===== src/rtl/mem_byte_ctrl_if.sv =====
`default_nettype none
// ============================================================================
// Module   : mem_byte_ctrl_if
// Purpose  : Pipeline-side request and byte-wide memory bus of mem_byte_ctrl.
// Revision : 1.0
// ============================================================================
interface mem_byte_ctrl_if;
    logic        memread;
    logic        memwrite;
    logic [31:0] alu_addr;
    logic [31:0] store_data;
    logic        mem_req;
    logic        mem_we;
    logic [31:0] mem_addr;
    logic [7:0]  mem_wdata;
    logic        mem_ack;
    logic [7:0]  mem_rdata;
    logic [7:0]  data_out [0:3];
    logic        hold;
    logic        mem_err;

    modport master (
        input  memread, memwrite, alu_addr, store_data, mem_ack, mem_rdata,
        output mem_req, mem_we, mem_addr, mem_wdata, data_out, hold, mem_err
    );

    modport slave (
        output memread, memwrite, alu_addr, store_data, mem_ack, mem_rdata,
        input  mem_req, mem_we, mem_addr, mem_wdata, data_out, hold, mem_err
    );
endinterface
`default_nettype wire


===== src/rtl/mem_byte_ctrl.sv =====
`default_nettype none
// ============================================================================
// Module   : mem_byte_ctrl
// Purpose  : Sequences a word load/store as four byte transactions on a
//            variable-latency memory, freezing the pipeline while in flight.
// Revision : 1.0
// ============================================================================
module mem_byte_ctrl #(
    parameter int TIMEOUT = 15
) (
    input  wire logic       clk,
    input  wire logic       rst,
    mem_byte_ctrl_if.master bus
);
    typedef enum logic [1:0] {
        S_IDLE   = 2'd0,
        S_ACCESS = 2'd1,
        S_DONE   = 2'd2
    } state_t;

    localparam logic [7:0] c_WCNT_LAST = 8'(TIMEOUT - 1);

    state_t      r_state;
    state_t      w_next;
    logic [1:0]  r_idx;
    logic [7:0]  r_wcnt;
    logic        r_op_we;
    logic        r_err;
    logic [7:0]  r_dout [0:3];
    logic        w_start;
    logic        w_ack;
    logic        w_timeout;
    logic [31:0] w_base;

    assign w_base       = bus.alu_addr & 32'hFFFF_FFFC;
    assign bus.data_out = r_dout;
    assign bus.mem_err  = r_err;

    always_ff @(posedge clk) begin
        if (rst) begin
            r_state <= S_IDLE;
        end else begin
            r_state <= w_next;
        end
    end

    always_comb begin
        w_next        = r_state;
        w_start       = 1'b0;
        w_ack         = 1'b0;
        w_timeout     = 1'b0;
        bus.hold      = 1'b0;
        bus.mem_req   = 1'b0;
        bus.mem_we    = 1'b0;
        bus.mem_addr  = 32'h0;
        bus.mem_wdata = 8'h00;
        case (r_state)
            S_IDLE: begin
                if (bus.memread || bus.memwrite) begin
                    w_start  = 1'b1;
                    bus.hold = 1'b1;
                    w_next   = S_ACCESS;
                end
            end
            S_ACCESS: begin
                bus.hold      = 1'b1;
                bus.mem_req   = 1'b1;
                bus.mem_we    = r_op_we;
                bus.mem_addr  = w_base + {30'd0, r_idx};
                bus.mem_wdata = bus.store_data[8*r_idx +: 8];
                if (bus.mem_ack) begin
                    w_ack = 1'b1;
                    if (r_idx == 2'd3) begin
                        w_next = S_DONE;
                    end
                end else if (r_wcnt == c_WCNT_LAST) begin
                    w_timeout = 1'b1;
                    w_next    = S_DONE;
                end
            end
            S_DONE: begin
                // One hold-free cycle lets the finished instruction leave EX/MEM.
                w_next = S_IDLE;
            end
            default: begin
                w_next = S_IDLE;
            end
        endcase
        if (rst) begin
            bus.hold = 1'b0;
        end
    end

    always_ff @(posedge clk) begin
        if (rst) begin
            r_idx   <= 2'd0;
            r_wcnt  <= 8'd0;
            r_op_we <= 1'b0;
            r_err   <= 1'b0;
            for (int i = 0; i < 4; i++) begin
                r_dout[i] <= 8'h00;
            end
        end else begin
            if (w_start) begin
                r_op_we <= bus.memwrite;
                r_idx   <= 2'd0;
                r_wcnt  <= 8'd0;
            end
            if (w_ack) begin
                r_wcnt <= 8'd0;
                if (!r_op_we) begin
                    r_dout[r_idx] <= bus.mem_rdata;
                end
                if (r_idx != 2'd3) begin
                    r_idx <= r_idx + 2'd1;
                end
            end else if (r_state == S_ACCESS) begin
                r_wcnt <= r_wcnt + 8'd1;
            end
            if (w_timeout) begin
                r_err <= 1'b1;
            end
        end
    end
endmodule
`default_nettype wire


===== src/flat_wrapper.sv =====
// flat-port wrapper written by rule: the top's interface ports become plain ports
module mem_byte_ctrl_flat 
#(
    parameter int TIMEOUT = 15
)
  (clk, rst, bus_memread, bus_memwrite, bus_alu_addr, bus_store_data, bus_mem_ack, bus_mem_rdata, bus_mem_req, bus_mem_we, bus_mem_addr, bus_mem_wdata, bus_data_out, bus_hold, bus_mem_err);
  mem_byte_ctrl_if bus_i ();
  input  wire logic clk;
  input  wire logic rst;
  input wire logic [$bits(bus_i.memread)-1:0] bus_memread;
  input wire logic [$bits(bus_i.memwrite)-1:0] bus_memwrite;
  input wire logic [$bits(bus_i.alu_addr)-1:0] bus_alu_addr;
  input wire logic [$bits(bus_i.store_data)-1:0] bus_store_data;
  input wire logic [$bits(bus_i.mem_ack)-1:0] bus_mem_ack;
  input wire logic [$bits(bus_i.mem_rdata)-1:0] bus_mem_rdata;
  output wire logic [$bits(bus_i.mem_req)-1:0] bus_mem_req;
  output wire logic [$bits(bus_i.mem_we)-1:0] bus_mem_we;
  output wire logic [$bits(bus_i.mem_addr)-1:0] bus_mem_addr;
  output wire logic [$bits(bus_i.mem_wdata)-1:0] bus_mem_wdata;
  output wire logic [$bits(bus_i.data_out)-1:0] bus_data_out;
  output wire logic [$bits(bus_i.hold)-1:0] bus_hold;
  output wire logic [$bits(bus_i.mem_err)-1:0] bus_mem_err;
  assign bus_i.memread = bus_memread;
  assign bus_i.memwrite = bus_memwrite;
  assign bus_i.alu_addr = bus_alu_addr;
  assign bus_i.store_data = bus_store_data;
  assign bus_i.mem_ack = bus_mem_ack;
  assign bus_i.mem_rdata = bus_mem_rdata;
  assign bus_mem_req = bus_i.mem_req;
  assign bus_mem_we = bus_i.mem_we;
  assign bus_mem_addr = bus_i.mem_addr;
  assign bus_mem_wdata = bus_i.mem_wdata;
  assign bus_data_out = {>>{bus_i.data_out}};
  assign bus_hold = bus_i.hold;
  assign bus_mem_err = bus_i.mem_err;
  mem_byte_ctrl #(.TIMEOUT(TIMEOUT)) u_core (.clk(clk), .rst(rst), .bus(bus_i));
endmodule

===== config.mk =====
export PLATFORM = sky130hd
export DESIGN_NAME = mem_byte_ctrl_flat
export DESIGN_NICKNAME = d
export VERILOG_FILES = /design/src/rtl/mem_byte_ctrl_if.sv /design/src/rtl/mem_byte_ctrl.sv /design/src/flat_wrapper.sv
export SDC_FILE = /design/constraint.sdc
export NUM_CORES = 1
export LEC_CHECK = 0
export ABC_AREA = 1
export CORE_MARGIN = 4
export CORE_UTILIZATION = 40
export CTS_CLUSTER_DIAMETER = 150
export DETAILED_ROUTE_END_ITERATION = 12
export GPL_ROUTABILITY_DRIVEN = 0
export HOLD_SLACK_MARGIN = 0.08
export MAX_ROUTING_LAYER = met4
export PLACE_DENSITY_LB_ADDON = 0.12
export SYNTH_ARGS = -nofsm -noshare
export SYNTH_HDL_FRONTEND = slang
export SYNTH_SLANG_ARGS = --single-unit

===== constraint.sdc =====
create_clock -name clk -period 3.73 [get_ports clk]
set_clock_uncertainty 0.1 [all_clocks]
set_input_delay 0.9325 -clock clk [delete_from_list [all_inputs] [get_ports clk]]
set_output_delay 0.9325 -clock clk [all_outputs]
set_load 0.01 [all_outputs]

==> results of run 1 <==
-- power groups by stage --
| stage | clock [uW] | sequential (uW) | combinational [uW] |
|---|---|---|---|
| 2_1_floorplan | 0 | 528 | 174 |
| 3_3_place_gp | 0 | 529 | 381 |
| 3_5_place_dp | 0 | 529 | 387 |
| 4_1_cts | 332 | 518 | 389 |
| 5_1_grt | 352 | 520 | 422 |
| 6_report | 323 | 518 | 386 |
-- registers in the layout (all words and copies together), names as in the netlist --
register / cells
u_core.bus.data_out: 32
u_core.r_wcnt: 8
u_core.r_idx: 2
u_core.r_state: 2
u_core.bus.mem_err: 1
u_core.r_op_we: 1
-- cell families (layout without fill, tap and decap cells) --
logic type               after synthesis  in the layout
buffers and inverters                 71            214
AO/OA/AOI/OAI                         78             78
AND/OR/NAND/NOR                      186            186
flip-flops                            46             46
adder cells (fa/ha/maj)                6              6
-- cells in the mapped netlist (2+ instances only) --
cell type / n / share of area
nor2_1: 81 / 0.12
o21bai_1: 2 / 0.0061
clkbuf_2: 3 / 0.0061
dfxtp_1: 46 / 0.37
clkbuf_1: 4 / 0.0061
buf_1: 4 / 0.0061
nand2_1: 63 / 0.096
buf_2: 5 / 0.010
o21ai_0: 25 / 0.051
inv_1: 48 / 0.073
buf_6: 3 / 0.014
ha_1: 6 / 0.031
inv_2: 2 / 0.0031
nand3_1: 38 / 0.077
a21oi_1: 51 / 0.10
-- layer usage --
metal | GRT usage | up-vias | share of wire
li1 | - | 1502 | -
met5 | - | - | 0
met4 | 0.0382 | 0 | 0.011
met1 | 0.284 | 1306 | 0.40
met3 | 0.0428 | 11 | 0.093
met2 | 0.366 | 110 | 0.49
-- per-stage QoR --
stage	hold WS, ns	total power [uW]	setup WS [ns]	instances	cell area (um2)
finish	0.363	1230	0.351	605	4080
global placement	0.348	910	0.360	597	3980
floorplan	0.363	702	1.10	387	2460
CTS	0.367	1240	0.350	605	4080
detailed placement	0.353	916	0.358	597	3980
global route	0.385	1290	0.207	605	4080
-- worst reg2reg max path, delay by kind of cell (launching register included) --
kind / cells / cell delay, ns
buf+inv: 2 / 0.67
simple gates: 2 / 0.36
flops: 1 / 0.38
compound gates: 1 / 0.13
fa+ha+maj: 1 / 0.51
-- worst paths after layout --
check,start,endpoint,depth (start not counted)
min,u_core.bus.data_out[13]$_SDFFE_PP0P_,u_core.bus.data_out[13]$_SDFFE_PP0P_,2
min reg2reg,u_core.bus.data_out[13]$_SDFFE_PP0P_,u_core.bus.data_out[13]$_SDFFE_PP0P_,2
max,bus_store_data[5],bus_mem_wdata[5],6
max reg2reg,u_core.r_idx[0]$_SDFF_PP0_,u_core.bus.data_out[25]$_SDFFE_PP0P_,6
-- area by class of cell --
cell class | instances | area, um2
fill | 529 | 1880
timing repair buffer | 155 | 1540
multi-input combinational | 270 | 1240
sequential | 46 | 921
inverter | 51 | 191
tap | 75 | 93.8
clock buffer | 7 | 86.3
clock inverter | 1 | 8.76
==> results by group, run 1 <==
Outcome
  • Status: finished clean

Setup path
  • CP top delay family: buffers and inverters
  • Critical Path Fanout Max: 1
  • Required @ worst endpoint: 2.70 ns
  • Slowest-stage cell, CP: clkdlybuf4s50_1
  • Nature of the critical path endpoint: primary output
  • Critical path startpoint category: input pin
  • Arrival @ worst endpoint: 2.35 ns
  • Register-to-register setup slack: 1.53 ns
  • CP peak stage delay: 0.59 ns
  • Buf+Inv Stages, Crit Path: 2
  • CP Class: in -> out
  • CP cell instances: clkdlybuf4s50_1 > nor2_1 > nor2_1 > o21ai_0 > a21oi_1 > clkdlybuf4s50_1

Logic synthesis
  • Yosys warnings: 0
  • Mux share of post-synthesis cell area: 0
  • EDFF count, synth: 0
  • FF+latch count, synth: 46
  • Mean Syn Cell Area: 6.36 um2
  • Synth Area in XOR/XNOR: 0
  • Simple-Gate Fraction of Synth Area: 0.311
  • Syn Std Cell Area: 2460 um2
  • Mapped Cells: 387
  • Sequential share of the synthesized area: 0.374
  • FFs w/ async S/R, synth: 0
  • Combinational family with the most area after synthesis: simple AND/OR/NAND/NOR gates
  • Fraction of the mapped netlist area in adder cells: 0.0305
  • Post-synth top flop: dfxtp_1
  • Syn_nets: 470
  • Yosys cell types: 21
  • Compound-Gate Fraction of Synth Area: 0.161

CTS
  • Root Driver: clkbuf_8
  • Max Buffers Root-to-Sink: 2
  • Post-CTS Setup Repair Bufs: 0
  • Max H-tree Level: 2
  • # clock sinks: 46
  • CTS Buf Count: 5
  • Clock transition at path regs: 0.09 ns
  • Latest clock arrival within the worst-skew pair: 0.30 ns
  • CTS resizes: 0
  • CTS tree: yes
  • Hold_buf cts: 0

Routing
  • Post-DRT Antenna Nets: 0
  • Via density: 4.84
  • # DRC: 0
  • 1st-iter DRT viols: 172
  • Drt wl/cell: 13.9 um
  • Final Routed Wirelength: 8.39 mm
  • Total vias in the final route: 2929
  • Drt pass-1 iters: 4

Timing
  • Max transition margin: 0.539
  • Period utilisation layout: 0.906
  • Final number of hold-violating endpoints: 0
  • Slew Limit Fails: 0
  • Slew @ Worst Pin: 0.690 ns
  • RSZ-0062 raised after global routing: no
  • Minimum clock period: 3.38 ns
  • Fin Setup TNS: 0 ns
  • Peak Freq: 0.296 GHz
  • Final setup violation count: 0

Floorplanning
  • Initial core utilization: 0.413
  • IO Count: 153
  • Core box area: 5960 um2
  • # rows: 28
  • Overall die height: 86.4 um
  • Chip width: 86.4 um
  • Die Area: 7470 um2

Min path
  • HP Class: reg -> reg

Global routing
  • First-pass GRT wire length: 12.9 mm
  • GR Overflow Total: 0
  • Antenna violations before repair: 0
  • Gr usage total: 0.221
  • Vias in the first global route: 2566
  • Largest net degree at the start of global routing: 38

Finish
  • Final Util: 0.684
  • Area growth from synthesis to layout: 65.7%
  • Most common cell after layout, fill and taps aside: clkdlybuf4s50_1
  • # diodes: 0
  • Layout cells sized above 1: 0.0321
  • Most frequent cells in the layout: 150 x clkdlybuf4s50_1, 81 x nor2_1, 63 x nand2_1, 51 x a21oi_1, 48 x inv_1
  • NumNets Final: 612

Pwr
  • Clock network power share: 0.263
  • Peak supply drop: 0.000312 V
  • Power per cell area: 301 nW/um2
  • NetSw: 367 uW
  • Leakage: 0.00163 uW
  • Comb pwr share: 0.315
  • Switch share: 0.299
  • Cell Int Power: 860 uW
  • Sequential share of power: 0.422

Placed design
  • IO buf count: 150
  • Dpl hpwl: 6.40 mm

Run
  • # Max-Cap Violations: 0
Note: power is estimated with default switching activity, not from simulation.
==> run 2: changes to the inputs <==
- CORE_UTILIZATION: 40 -> 37
- clock period: 3.73 -> 3.41 ns (I/O delays scaled with it)
==> results by group, run 2 (synthesis gave the netlist of run 1 again) <==
Global routing
  • Largest net degree at the start of global routing: 44
  • Antenna violations before repair: 0
  • First-pass GRT wire length: 13.0 mm
  • Gr usage total: 0.216
  • Vias in the first global route: 2629
  • GR Overflow Total: 0

Routing
  • Post-DRT Antenna Nets: 0
  • Via density: 4.76
  • Final Routed Wirelength: 8.31 mm
  • # DRC: 0
  • Total vias in the final route: 2890
  • 1st-iter DRT viols: 234
  • Drt pass-1 iters: 5
  • Drt wl/cell: 13.7 um

Pwr
  • Sequential share of power: 0.427
  • Comb pwr share: 0.318
  • Cell Int Power: 917 uW
  • Switch share: 0.309
  • Power per cell area: 326 nW/um2
  • Clock network power share: 0.254
  • Peak supply drop: 0.000274 V
  • NetSw: 410 uW
  • Leakage: 0.00162 uW

Timing
  • Period utilisation layout: 0.950
  • RSZ-0062 raised after global routing: no
  • Max transition margin: 0.673
  • Final number of hold-violating endpoints: 0
  • Slew Limit Fails: 0
  • Slew @ Worst Pin: 0.487 ns
  • Minimum clock period: 3.24 ns
  • Worst setup margin: 0.171 ns
  • Peak Freq: 0.309 GHz
  • Final setup violation count: 0
  • Fin Setup TNS: 0 ns

Floorplanning
  • Chip width: 89.5 um
  • Die Area: 8020 um2
  • # rows: 29
  • Initial core utilization: 0.385
  • IO Count: 153
  • Core box area: 6390 um2
  • Overall die height: 89.5 um

Finish
  • Filler cells: 609
  • Area growth from synthesis to layout: 65.6%
  • Most common cell after layout, fill and taps aside: clkdlybuf4s50_1
  • # diodes: 0
  • NumNets Final: 612
  • Layout cells sized above 1: 0.0340
  • Most frequent cells in the layout: 150 x clkdlybuf4s50_1, 81 x nor2_1, 63 x nand2_1, 51 x a21oi_1, 48 x inv_1
  • Largest register FFs: 32

Setup path
  • CP cell instances: clkdlybuf4s50_1 > inv_1 > nand2_1 > o21ai_0 > nor2_1 > clkdlybuf4s50_1
  • Critical path startpoint category: input pin
  • Arrival @ worst endpoint: 2.29 ns
  • Critical Path Fanout Max: 3
  • Most common cell on crit path: clkdlybuf4s50_1
  • CP Class: in -> out
  • Slowest-stage cell, CP: clkdlybuf4s50_1
  • Nature of the critical path endpoint: primary output
  • Required @ worst endpoint: 2.46 ns
  • CP peak stage delay: 0.49 ns
  • Buf+Inv Stages, Crit Path: 3
  • CP top delay family: buffers and inverters

CTS
  • Root Driver: clkbuf_8
  • Latest clock arrival within the worst-skew pair: 0.30 ns
  • CTS resizes: 0
  • CTS tree: yes
  • CTS Buf Count: 5
  • Post-CTS Setup Repair Bufs: 0
  • Hold_buf cts: 0
  • # clock sinks: 46
  • Max H-tree Level: 2
  • Max Buffers Root-to-Sink: 2
  • Clock transition at path regs: 0.08 ns

Placed design
  • Dpl hpwl: 6.44 mm
  • IO buf count: 150
  • DP Worst Slack: 0.163 ns

Outcome
  • Status: finished clean

Run
  • # Max-Cap Violations: 0

Min path
  • HP Class: reg -> reg
==> run 2: area by class of cell <==
cell class	count	area, um2	share of cell area
sequential	46	921	0.226
inverter	51	191	0.0470
tap	77	96.3	0.0236
clock inverter	3	21.3	0.00522
timing repair buffer	155	1540	0.378
multi-input combinational	270	1240	0.303
clock buffer	5	68.8	0.0169
==> run 2: power groups by stage <==
stage          Combinational, uW  Sequential, uW  Clock (uW)
4_1_cts                      427             567         345
3_3_place_gp                 420             579           0
3_5_place_dp                 424             580           0
5_1_grt                      463             569         371
6_report                     422             567         337
2_1_floorplan                190             577           0
==> run 2: tightest hold or removal path: stages (launching register included) <==
cell and delay, ns:
dfxtp_1 0.31, nand2_1 0.06, a21oi_1 0.05
==> run 2: metal layers <==
metal / share of wire / vias up / global-route usage
met4: 0.017 / 0 / 0.0595
li1: - / 1500 / -
met3: 0.076 / 14 / 0.0369
met5: 0 / - / -
met1: 0.38 / 1268 / 0.255
met2: 0.53 / 108 / 0.375
==> run 2: path summary, 6_finish.rpt <==
kind                                   startpoint                                   end  slack, ns  cells after the start
min          u_core.bus.data_out[29]$_SDFFE_PP0P_  u_core.bus.data_out[29]$_SDFFE_PP0P_       0.36                      2
min reg2reg  u_core.bus.data_out[29]$_SDFFE_PP0P_  u_core.bus.data_out[29]$_SDFFE_PP0P_       0.36                      2
max reg2reg            u_core.r_idx[0]$_SDFF_PP0_  u_core.bus.data_out[28]$_SDFFE_PP0P_       1.40                      5
max                                  bus_memwrite                              bus_hold       0.17                      6
==> run 2: stage by stage <==
step	instances	total power [uW]	util	hold slack, ns	cell area [um2]
global placement	599	999	0.624	0.348	3980
finish	607	1330	0.638	0.364	4070
global route	607	1400	0.638	0.384	4070
floorplan	387	767	-	0.363	2460
detailed placement	599	1000	0.624	0.351	3980
CTS	607	1340	0.638	0.366	4070
